$ cat config.mk
export PLATFORM = sky130hd
export DESIGN_NAME = apb_master_mc_flat
export DESIGN_NICKNAME = d
export VERILOG_FILES = /design/src/rtl/apb_master_mc_if.sv /design/src/rtl/apb_master_mc.sv /design/src/flat_wrapper.sv
export SDC_FILE = /design/constraint.sdc
export NUM_CORES = 1
export LEC_CHECK = 0
export CORE_MARGIN = 2
export CORE_UTILIZATION = 37
export DETAILED_ROUTE_END_ITERATION = 8
export PLACE_DENSITY = 0.81
export REMOVE_ABC_BUFFERS = 1
export SYNTH_ARGS = -nofsm -noshare
export SYNTH_HDL_FRONTEND = slang
export SYNTH_SLANG_ARGS = --single-unit
$ cat constraint.sdc
create_clock -name PCLK -period 4.7 [get_ports PCLK]
set_input_delay 0.94 -clock PCLK [delete_from_list [all_inputs] [get_ports PCLK]]
set_output_delay 0.94 -clock PCLK [all_outputs]
set_load 0.02 [all_outputs]
$ cat src/rtl/apb_master_mc_if.sv
// rtl/apb_master_mc_if.sv - command port and APB bus bundle for apb_master_mc
interface apb_master_mc_if #(
    parameter int ADDR_W     = 32,
    parameter int DATA_W     = 32,
    parameter int NUM_SLAVES = 4
);
    logic                         cmd_valid;
    logic                         cmd_ready;
    logic                         cmd_write;
    logic [ADDR_W-1:0]            cmd_addr;
    logic [DATA_W-1:0]            cmd_wdata;
    logic                         rsp_valid;
    logic [DATA_W-1:0]            rsp_rdata;
    logic                         rsp_err;
    logic [NUM_SLAVES-1:0]        PSEL;
    logic                         PENABLE;
    logic                         PWRITE;
    logic [ADDR_W-1:0]            PADDR;
    logic [DATA_W-1:0]            PWDATA;
    logic [NUM_SLAVES*DATA_W-1:0] PRDATA;
    logic [NUM_SLAVES-1:0]        PREADY;
    logic [NUM_SLAVES-1:0]        PSLVERR;

    modport master (
        input  cmd_valid, cmd_write, cmd_addr, cmd_wdata, PRDATA, PREADY, PSLVERR,
        output cmd_ready, rsp_valid, rsp_rdata, rsp_err, PSEL, PENABLE, PWRITE, PADDR, PWDATA
    );

    modport slave (
        output cmd_valid, cmd_write, cmd_addr, cmd_wdata, PRDATA, PREADY, PSLVERR,
        input  cmd_ready, rsp_valid, rsp_rdata, rsp_err, PSEL, PENABLE, PWRITE, PADDR, PWDATA
    );
endinterface

$ cat src/rtl/apb_master_mc.sv
// rtl/apb_master_mc.sv - valid/ready command to multi-slave APB bridge
// Address-decoded one-hot PSEL, PREADY wait states, PSLVERR/decode-miss/watchdog errors.
module apb_master_mc #(
    parameter int ADDR_W     = 32,
    parameter int DATA_W     = 32,
    parameter int NUM_SLAVES = 4,
    parameter int SLOT_LOG2  = 12,
    parameter int TIMEOUT    = 16
) (
    input  logic           PCLK,
    input  logic           PRESET,
    apb_master_mc_if.master bus
);
    localparam int SEL_W = (NUM_SLAVES > 1) ? $clog2(NUM_SLAVES) : 1;
    localparam int WD_W  = $clog2(TIMEOUT + 1);

    typedef enum logic [1:0] {IDLE, SETUP, ACCESS} state_t;

    state_t                state_q, state_d;
    logic                  cmd_ready_q, cmd_ready_d;
    logic                  rsp_valid_q, rsp_valid_d;
    logic [DATA_W-1:0]     rsp_rdata_q, rsp_rdata_d;
    logic                  rsp_err_q, rsp_err_d;
    logic [NUM_SLAVES-1:0] psel_q, psel_d;
    logic                  penable_q, penable_d;
    logic                  pwrite_q, pwrite_d;
    logic [ADDR_W-1:0]     paddr_q, paddr_d;
    logic [DATA_W-1:0]     pwdata_q, pwdata_d;
    logic [SEL_W-1:0]      slot_q, slot_d;
    logic [WD_W-1:0]       wdog_q, wdog_d;

    logic [ADDR_W-1:0]     addr_shift;
    logic                  in_range;
    logic                  hs;
    logic                  sel_ready;
    logic                  sel_err;
    logic [DATA_W-1:0]     sel_rdata;
    logic [WD_W-1:0]       wdog_inc;
    logic                  tmo;

    assign addr_shift = bus.cmd_addr >> SLOT_LOG2;
    assign in_range   = addr_shift < ADDR_W'(NUM_SLAVES);
    assign hs         = bus.cmd_valid && cmd_ready_q;
    assign sel_ready  = bus.PREADY[slot_q];
    assign sel_err    = bus.PSLVERR[slot_q];
    assign wdog_inc   = wdog_q + 1'b1;
    assign tmo        = (wdog_inc == WD_W'(TIMEOUT));

    // Only the latched slot's read data is ever looked at.
    always_comb begin
        sel_rdata = '0;
        for (int i = 0; i < NUM_SLAVES; i++) begin
            if (slot_q == SEL_W'(i)) sel_rdata = bus.PRDATA[i*DATA_W +: DATA_W];
        end
    end

    always_ff @(posedge PCLK or posedge PRESET) begin
        if (PRESET) begin
            state_q     <= IDLE;
            cmd_ready_q <= 1'b1;
            rsp_valid_q <= 1'b0;
            rsp_rdata_q <= '0;
            rsp_err_q   <= 1'b0;
            psel_q      <= '0;
            penable_q   <= 1'b0;
            pwrite_q    <= 1'b0;
            paddr_q     <= '0;
            pwdata_q    <= '0;
            slot_q      <= '0;
            wdog_q      <= '0;
        end else begin
            state_q     <= state_d;
            cmd_ready_q <= cmd_ready_d;
            rsp_valid_q <= rsp_valid_d;
            rsp_rdata_q <= rsp_rdata_d;
            rsp_err_q   <= rsp_err_d;
            psel_q      <= psel_d;
            penable_q   <= penable_d;
            pwrite_q    <= pwrite_d;
            paddr_q     <= paddr_d;
            pwdata_q    <= pwdata_d;
            slot_q      <= slot_d;
            wdog_q      <= wdog_d;
        end
    end

    always_comb begin
        state_d = state_q;
        case (state_q)
            IDLE:    if (hs && in_range) state_d = SETUP;
            SETUP:   state_d = ACCESS;
            ACCESS:  if (sel_ready || tmo) state_d = IDLE;
            default: state_d = IDLE;
        endcase
    end

    // Register next values; a decode miss answers from IDLE without touching the bus.
    always_comb begin
        cmd_ready_d = cmd_ready_q;
        rsp_valid_d = 1'b0;
        rsp_rdata_d = '0;
        rsp_err_d   = 1'b0;
        psel_d      = psel_q;
        penable_d   = penable_q;
        pwrite_d    = pwrite_q;
        paddr_d     = paddr_q;
        pwdata_d    = pwdata_q;
        slot_d      = slot_q;
        wdog_d      = wdog_q;
        case (state_q)
            IDLE: begin
                cmd_ready_d = 1'b1;
                if (hs) begin
                    cmd_ready_d = 1'b0;
                    if (in_range) begin
                        psel_d   = NUM_SLAVES'(1) << addr_shift[SEL_W-1:0];
                        pwrite_d = bus.cmd_write;
                        paddr_d  = bus.cmd_addr;
                        pwdata_d = bus.cmd_wdata;
                        slot_d   = addr_shift[SEL_W-1:0];
                    end else begin
                        rsp_valid_d = 1'b1;
                        rsp_err_d   = 1'b1;
                    end
                end
            end
            SETUP: begin
                penable_d = 1'b1;
                wdog_d    = '0;
            end
            ACCESS: begin
                if (sel_ready || tmo) begin
                    psel_d      = '0;
                    penable_d   = 1'b0;
                    cmd_ready_d = 1'b1;
                    rsp_valid_d = 1'b1;
                    rsp_err_d   = sel_ready ? sel_err : 1'b1;
                    if (sel_ready && !sel_err && !pwrite_q) rsp_rdata_d = sel_rdata;
                end
                if (!sel_ready) wdog_d = wdog_inc;
            end
            default: ;
        endcase
    end

    assign bus.cmd_ready = cmd_ready_q;
    assign bus.rsp_valid = rsp_valid_q;
    assign bus.rsp_rdata = rsp_rdata_q;
    assign bus.rsp_err   = rsp_err_q;
    assign bus.PSEL      = psel_q;
    assign bus.PENABLE   = penable_q;
    assign bus.PWRITE    = pwrite_q;
    assign bus.PADDR     = paddr_q;
    assign bus.PWDATA    = pwdata_q;
endmodule

$ cat src/flat_wrapper.sv
// flat-port wrapper written by rule: the top's interface ports become plain ports
module apb_master_mc_flat 
#(
    parameter int ADDR_W     = 32,
    parameter int DATA_W     = 32,
    parameter int NUM_SLAVES = 4,
    parameter int SLOT_LOG2  = 12,
    parameter int TIMEOUT    = 16
)
  (PCLK, PRESET, bus_cmd_valid, bus_cmd_write, bus_cmd_addr, bus_cmd_wdata, bus_PRDATA, bus_PREADY, bus_PSLVERR, bus_cmd_ready, bus_rsp_valid, bus_rsp_rdata, bus_rsp_err, bus_PSEL, bus_PENABLE, bus_PWRITE, bus_PADDR, bus_PWDATA);
  apb_master_mc_if #(.ADDR_W(ADDR_W), .DATA_W(DATA_W), .NUM_SLAVES(NUM_SLAVES)) bus_i ();
  input  logic PCLK;
  input  logic PRESET;
  input wire logic [$bits(bus_i.cmd_valid)-1:0] bus_cmd_valid;
  input wire logic [$bits(bus_i.cmd_write)-1:0] bus_cmd_write;
  input wire logic [$bits(bus_i.cmd_addr)-1:0] bus_cmd_addr;
  input wire logic [$bits(bus_i.cmd_wdata)-1:0] bus_cmd_wdata;
  input wire logic [$bits(bus_i.PRDATA)-1:0] bus_PRDATA;
  input wire logic [$bits(bus_i.PREADY)-1:0] bus_PREADY;
  input wire logic [$bits(bus_i.PSLVERR)-1:0] bus_PSLVERR;
  output wire logic [$bits(bus_i.cmd_ready)-1:0] bus_cmd_ready;
  output wire logic [$bits(bus_i.rsp_valid)-1:0] bus_rsp_valid;
  output wire logic [$bits(bus_i.rsp_rdata)-1:0] bus_rsp_rdata;
  output wire logic [$bits(bus_i.rsp_err)-1:0] bus_rsp_err;
  output wire logic [$bits(bus_i.PSEL)-1:0] bus_PSEL;
  output wire logic [$bits(bus_i.PENABLE)-1:0] bus_PENABLE;
  output wire logic [$bits(bus_i.PWRITE)-1:0] bus_PWRITE;
  output wire logic [$bits(bus_i.PADDR)-1:0] bus_PADDR;
  output wire logic [$bits(bus_i.PWDATA)-1:0] bus_PWDATA;
  assign bus_i.cmd_valid = bus_cmd_valid;
  assign bus_i.cmd_write = bus_cmd_write;
  assign bus_i.cmd_addr = bus_cmd_addr;
  assign bus_i.cmd_wdata = bus_cmd_wdata;
  assign bus_i.PRDATA = bus_PRDATA;
  assign bus_i.PREADY = bus_PREADY;
  assign bus_i.PSLVERR = bus_PSLVERR;
  assign bus_cmd_ready = bus_i.cmd_ready;
  assign bus_rsp_valid = bus_i.rsp_valid;
  assign bus_rsp_rdata = bus_i.rsp_rdata;
  assign bus_rsp_err = bus_i.rsp_err;
  assign bus_PSEL = bus_i.PSEL;
  assign bus_PENABLE = bus_i.PENABLE;
  assign bus_PWRITE = bus_i.PWRITE;
  assign bus_PADDR = bus_i.PADDR;
  assign bus_PWDATA = bus_i.PWDATA;
  apb_master_mc #(.ADDR_W(ADDR_W), .DATA_W(DATA_W), .NUM_SLAVES(NUM_SLAVES), .SLOT_LOG2(SLOT_LOG2), .TIMEOUT(TIMEOUT)) u_core (.PCLK(PCLK), .PRESET(PRESET), .bus(bus_i));
endmodule
==> results of run 1 <==
## cell usage in the layout, fill, tap and decap left out, types with 2 or more instances in the layout
master / Yosys / routed
a32o_1: 2 / 2
buf_4: 4 / 5
clkbuf_16: 0 / 9
clkdlybuf4s50_1: 0 / 308
clkinv_2: 0 / 2
dfrtp_1: 111 / 110
inv_6: 0 / 2
mux2_2: 47 / 47
mux4_2: 34 / 34
nand2_1: 8 / 8
nand2b_1: 3 / 3
nand3_1: 6 / 6
nor2_1: 6 / 6
nor2b_1: 52 / 52
nor3_1: 3 / 2
nor4_1: 5 / 5
o21ai_0: 6 / 6
o21ai_1: 3 / 3
## sequential cells by signal (all words and copies together), names as in the netlist, 2 cells and up
register and cells:
u_core.bus.PWDATA 32, u_core.wdog_q 5, u_core.bus.PADDR 31, u_core.bus.PSEL 4, u_core.bus.rsp_rdata 32, u_core.state_q 2
## synthesized netlist by cell type, types with 2 or more instances
master	instances
o21ai_0	6
clkbuf_1	5
buf_2	7
mux2_2	47
nor3_1	3
buf_6	2
nand2_1	8
dfrtp_1	111
mux4_2	34
a32o_1	2
inv_1	2
nor4_1	5
nand3_1	6
o21ai_1	3
buf_4	4
nor2b_1	52
nor2_1	6
nand2b_1	3
## power by group
group / leakage [nW] / internal [mW] / switching (mW) / total, mW
sequential: 1.55 / 0.972 / 0.00960 / 0.982
combinational: 1.85 / 0.185 / 0.0641 / 0.249
clock: 0.132 / 0.360 / 0.341 / 0.701
## cell families after synthesis
group / count (synthesis) / share of synthesized area
flops: 112 / 0.573
buf+inv: 21 / 0.0243
fa+ha+maj: 1 / 0.00256
mux: 81 / 0.265
compound gates: 20 / 0.0276
xor+xnor: 1 / 0.00179
simple gates: 89 / 0.106
## metrics by stage
stage	instances	power, mW	worst slack (ps)
finish	810	1.93	1710
global route	810	2.01	1490
CTS	810	1.95	1710
detailed placement	795	1.25	1330
global placement	795	1.25	1450
floorplan	306	1.06	-1520
## worst paths after layout
path                                    start              endpoint  slack (ps)  depth (start not counted)
setup / recovery             bus_cmd_addr[14]  u_core.bus.PWDATA[3]        1710                          6
hold / removal             u_core.bus.PSEL[3]    u_core.bus.PSEL[3]         490                          1
setup reg to reg            u_core.state_q[0]  u_core.bus.PWDATA[3]        2300                          5
hold reg to reg            u_core.bus.PSEL[3]    u_core.bus.PSEL[3]         490                          1
max in group asynchronous              PRESET  u_core.bus.cmd_ready        2840                          3
min in group asynchronous              PRESET   u_core.bus.PADDR[3]         980                          2
## worst max-delay path, cell delays in order
cell	delay [ps]
clkdlybuf4s50_1	400
nor4_1	300
nand3_1	200
nor3_2	280
buf_4	640
mux2_2	420
## layout make-up
cell class                 instances  share of cell area
timing repair buffer             313               0.371
sequential                       112               0.334
multi-input combinational        192               0.235
clock buffer                       9              0.0268
tap                              176              0.0262
clock inverter                     6             0.00521
inverter                           2             0.00119
## metal layers
layer  vias up  global-route usage  share of wire
met5         -                   0              0
met4         0              0.0811          0.029
met3        26              0.0426          0.074
met2       196               0.361           0.54
met1      1923               0.215           0.36
li1       1781                   -              -
==> run summary, run 1 <==
multi-input logic area -> 1980 sq um
DR iter-0 viols -> 147
Slew Limit Headroom -> 0.321
Resized cells post-CTS -> 0
cell count after synthesis -> 325
residual DRC count -> 0
design area -> 8400 sq um
fin nets -> 835
Leak -> 3.53 nW
number of synthesized flops with an enable pin -> 0
postcts setup bufs -> 0
placer congestion estimate -> 0.825
placed cell areas -> 8130 sq um
flop and latch count out of synthesis -> 112
DPL Wire Length -> 11,100 microns
port bufs -> 308
FILL cells -> 969
YS warnings -> 0
final WL -> 13,600 microns
setup TNS -> 0 ps
PwrDens -> 230 nW/um^2
vias per cell -> 4.85
Min-Delay Path Class -> flop to flop
Cell variety after synth -> 37
Final Max Tran Viols -> 0
RSZ-0062 raised after global routing -> false
Routed WL per cell -> 16.8 microns
crit path kind -> primary input to flop
# setup viols final -> 0
CTS tree -> done
Die X -> 119 microns
Final period util -> 0.637
Reg area -> 2810 sq um
Mapped Area -> 4890 sq um
status -> finished clean
first-pass GRT wire length -> 21,400 microns
First-pass DRT Iterations -> 6
average cell area after synthesis -> 15.1 sq um
max cap viols -> 0
Row Count -> 42
Area Overhead vs Synth -> 71.7%
largest cells by area after synthesis -> dfrtp_1 57%, mux4_2 16%, mux2_2 11%
Worst Max-Slew Pin Slew -> 1020 ps
CP Data Required Time -> 4920 ps
CTS sink cnt -> 112
top cell type's share of synthesized area -> 0.567
Clk Tree Root Cell -> clkbuf_16
largest net degree at the start of global routing -> 64
CP arrival -> 3210 ps
Vias -> 3,926
top cell type by total area after synthesis -> dfrtp_1
core area -> 13,100 sq um
Final ANT Viol Nets -> 0
CTS Buf Count -> 9
n_diodes -> 0
maximum vdd drop -> 0.000219 V
H-tree depth -> 3
sequential area share after synthesis -> 0.573
CP max FO -> 63
layout cell share with drive strength beyond 1 -> 0.169
grt ovf -> 0
setup skew after layout -> 8.55 ps
Final Hold Fails -> 0
Final Core Density -> 0.642
Ports -> 309
FFs w/ async S/R, synth -> 1.00
Total GRT Usage -> 0.195
predominant post-synthesis flop cell -> dfrtp_1
die height -> 119 microns
WHS -> 494 ps
Clock Latency Late Sink -> 340 ps
Die Area -> 14,200 sq um
cts hold-fix bufs -> 0
CP endpoint kind -> flop
Critical Path Source Type -> primary input
CTS max path bufs -> 2
crit path time final -> 2990 ps
initial antenna violation count -> 0
clock slew seen by the registers of the worst setup and hold paths -> 70 ps
Starting Density -> 0.374
vias in the first global route -> 4,159
f_max -> 334 MHz
No activity file was read; power rests on OpenSTA's default activity.
==> run 2, diff against run 1 <==
clock period = 3.14 ns   (was 4.7 ns; I/O delays follow)
==> run summary, run 2 (same netlist as run 1, synthesis figures left out) <==
crit path time final -> 2290 ps
n_diodes -> 0 (unchanged)
max incr delay on CP -> 410 ps (was 640 ps)
Cells on Worst Hold Path -> 1 (unchanged)
worst hold start -> u_core.bus.PSEL[3] (unchanged)
Routed WL per cell -> 17.1 microns (was 16.8 microns)
Total GRT Usage -> 0.198 (was 0.195)
fin nets -> 835 (unchanged)
vias per cell -> 4.79 (was 4.85)
initial antenna violation count -> 0 (unchanged)
Final Hold Fails -> 0 (unchanged)
setup skew after layout -> 6.82 ps (was 8.55 ps)
CP Data Required Time -> 3360 ps (was 4920 ps)
Clock Latency Late Sink -> 340 ps (about the same)
Die X -> 119 microns (unchanged)
Final period util -> 0.730
status -> finished clean (unchanged)
met1 global-route usage -> 0.218 (was 0.215)
PwrDens -> 344 nW/um^2 (was 230 nW/um^2)
max cap viols -> 0 (unchanged)
die height -> 119 microns (unchanged)
CTS Buf Count -> 9 (unchanged)
CTS max path bufs -> 2 (unchanged)
postcts setup bufs -> 0 (unchanged)
CP endpoint kind -> flop (unchanged)
port bufs -> 308 (unchanged)
core area -> 13,100 sq um (unchanged)
Final ANT Viol Nets -> 0 (unchanged)
met3 GRT Util -> 0.0580 (was 0.0426)
DPL Wire Length -> 11,100 microns (about the same)
Leak -> 3.54 nW (was 3.53 nW)
Starting Density -> 0.374 (unchanged)
slowest stage cell, crit path -> clkdlybuf4s50_1 (was buf_4)
Clk Tree Root Cell -> clkbuf_16 (unchanged)
CTS tree -> done (unchanged)
placed cell areas -> 8160 sq um (was 8130 sq um)
cts hold-fix bufs -> 0 (unchanged)
First-pass DRT Iterations -> 4 (was 6)
Slew Limit Headroom -> 0.605 (was 0.321)
largest net degree at the start of global routing -> 78 (was 64)
WHS -> 494 ps (about the same)
final WL -> 13,900 microns (was 13,600 microns)
GRT met2 Usage -> 0.362 (was 0.361)
grt ovf -> 0 (unchanged)
Setup WS pre-CTS -> 499 ps (was 1330 ps)
most common cell after layout, fill and taps aside -> clkdlybuf4s50_1 (unchanged)
Min-Delay Path Class -> flop to flop (unchanged)
Final Max Tran Viols -> 0 (unchanged)
Hold Path End -> u_core.bus.PSEL[3] (unchanged)
Worst R2R Setup Slack -> 1140 ps (was 2300 ps)
placer congestion estimate -> 0.851 (was 0.825)
Die Area -> 14,200 sq um (unchanged)
f_max -> 436 MHz
design area -> 8430 sq um (was 8400 sq um)
DR iter-0 viols -> 171 (was 147)
final setup margin -> 847 ps (was 1710 ps)
critical path, cell by cell -> clkdlybuf4s50_1 -> nor4_1 -> nand3_1 -> nor3_2 -> buf_12 -> mux2_2 (was clkdlybuf4s50_1 -> nor4_1 -> nand3_1 -> nor3_2 -> buf_4 -> mux2_2)
Ports -> 309 (unchanged)
maximum vdd drop -> 0.000204 V (was 0.000219 V)
RSZ-0062 raised after global routing -> false (unchanged)
H-tree depth -> 3 (unchanged)
reg-to-reg startpoint -> u_core.state_q[0] (unchanged)
Critical Path Source Type -> primary input (unchanged)
Row Count -> 42 (unchanged)
vias in the first global route -> 4,177 (was 4,159)
Vias -> 3,886 (was 3,926)
clock slew seen by the registers of the worst setup and hold paths -> 70 ps (about the same)
r2r endpoint -> u_core.bus.PWDATA[17] (was u_core.bus.PWDATA[3])
CP arrival -> 2510 ps (was 3210 ps)
residual DRC count -> 0 (unchanged)
Resized cells post-CTS -> 0 (unchanged)
layout cell share with drive strength beyond 1 -> 0.169 (about the same)
CTS sink cnt -> 112 (unchanged)
global route hottest layer -> met2 (unchanged)
crit path kind -> primary input to flop (unchanged)
# setup viols final -> 0 (unchanged)
Worst Max-Slew Pin Slew -> 592 ps (was 1020 ps)
most frequent cells in the layout -> 308 x clkdlybuf4s50_1, 110 x dfrtp_1, 52 x nor2b_1 (unchanged)
first-pass GRT wire length -> 21,800 microns (was 21,400 microns)
FILL cells -> 960 (was 969)
CP max FO -> 66 (was 63)
Worst R2R Path Depth -> 5 (unchanged)
Area Overhead vs Synth -> 72.2% (was 71.7%)
run 2: changes by cell type in the layout (fill, tap and decap cells not counted), sizes merged:
cell,delta
clkbuf,+1
run 2: through the flow:
step,cells,power [mW],setup TNS [ps],util
global route,811,3.03,0,0.644
floorplan,306,1.59,-226030,-
detailed placement,795,1.88,0,0.623
global placement,795,1.87,0,0.623
finish,811,2.90,0,0.644
CTS,811,2.94,0,0.644
run 2: how the worst max path moves through the flow:
stage,from,endpoint,slack (ps),cells after the start
6_report,bus_cmd_addr[14],u_core.bus.PWDATA[17],850,6
5_1_grt,bus_cmd_addr[29],u_core.bus.PADDR[10],650,6
4_1_cts,bus_cmd_addr[14],u_core.bus.PWDATA[6],860,6
3_5_place_dp,bus_cmd_addr[14],u_core.bus.PWDATA[6],500,6
3_3_place_gp,bus_cmd_addr[19],u_core.bus.PWDATA[5],580,6
2_1_floorplan,bus_cmd_addr[25],u_core.bus.PADDR[0],-2770,4
run 2: layout make-up:
type	count	area, sq um	area share
Clock inverter	6	42.5	0.00505
Multi-Input combinational cell	192	1980	0.235
Timing Repair Buffer	313	3150	0.373
Clock buffer	10	229	0.0272
Inverter	2	10.0	0.00119
Tap cell	176	220	0.0261
Sequential cell	112	2810	0.333
run 2: layer usage:
| layer | vias to the layer above | share of wire | wire, microns |
|---|---|---|---|
| li1 | 1783 | - | - |
| met1 | 1884 | 0.35 | 4930 |
| met2 | 199 | 0.54 | 7520 |
| met3 | 20 | 0.079 | 1100 |
| met4 | 0 | 0.024 | 330 |
| met5 | - | 0 | 0 |
run 2: critical path: cells and delay by family:
kind / cells / cell delay (ps)
buf+inv: 2 / 750
simple gates: 3 / 720
mux: 1 / 380
run 2: where the power goes:
| group | internal, mW | leakage, nW | switching (mW) | total (mW) |
|---|---|---|---|---|
| clock | 0.543 | 0.135 | 0.512 | 1.06 |
| sequential | 1.46 | 1.55 | 0.0148 | 1.47 |
| combinational | 0.279 | 1.86 | 0.0991 | 0.378 |
| total | 2.28 | 3.54 | 0.625 | 2.90 |
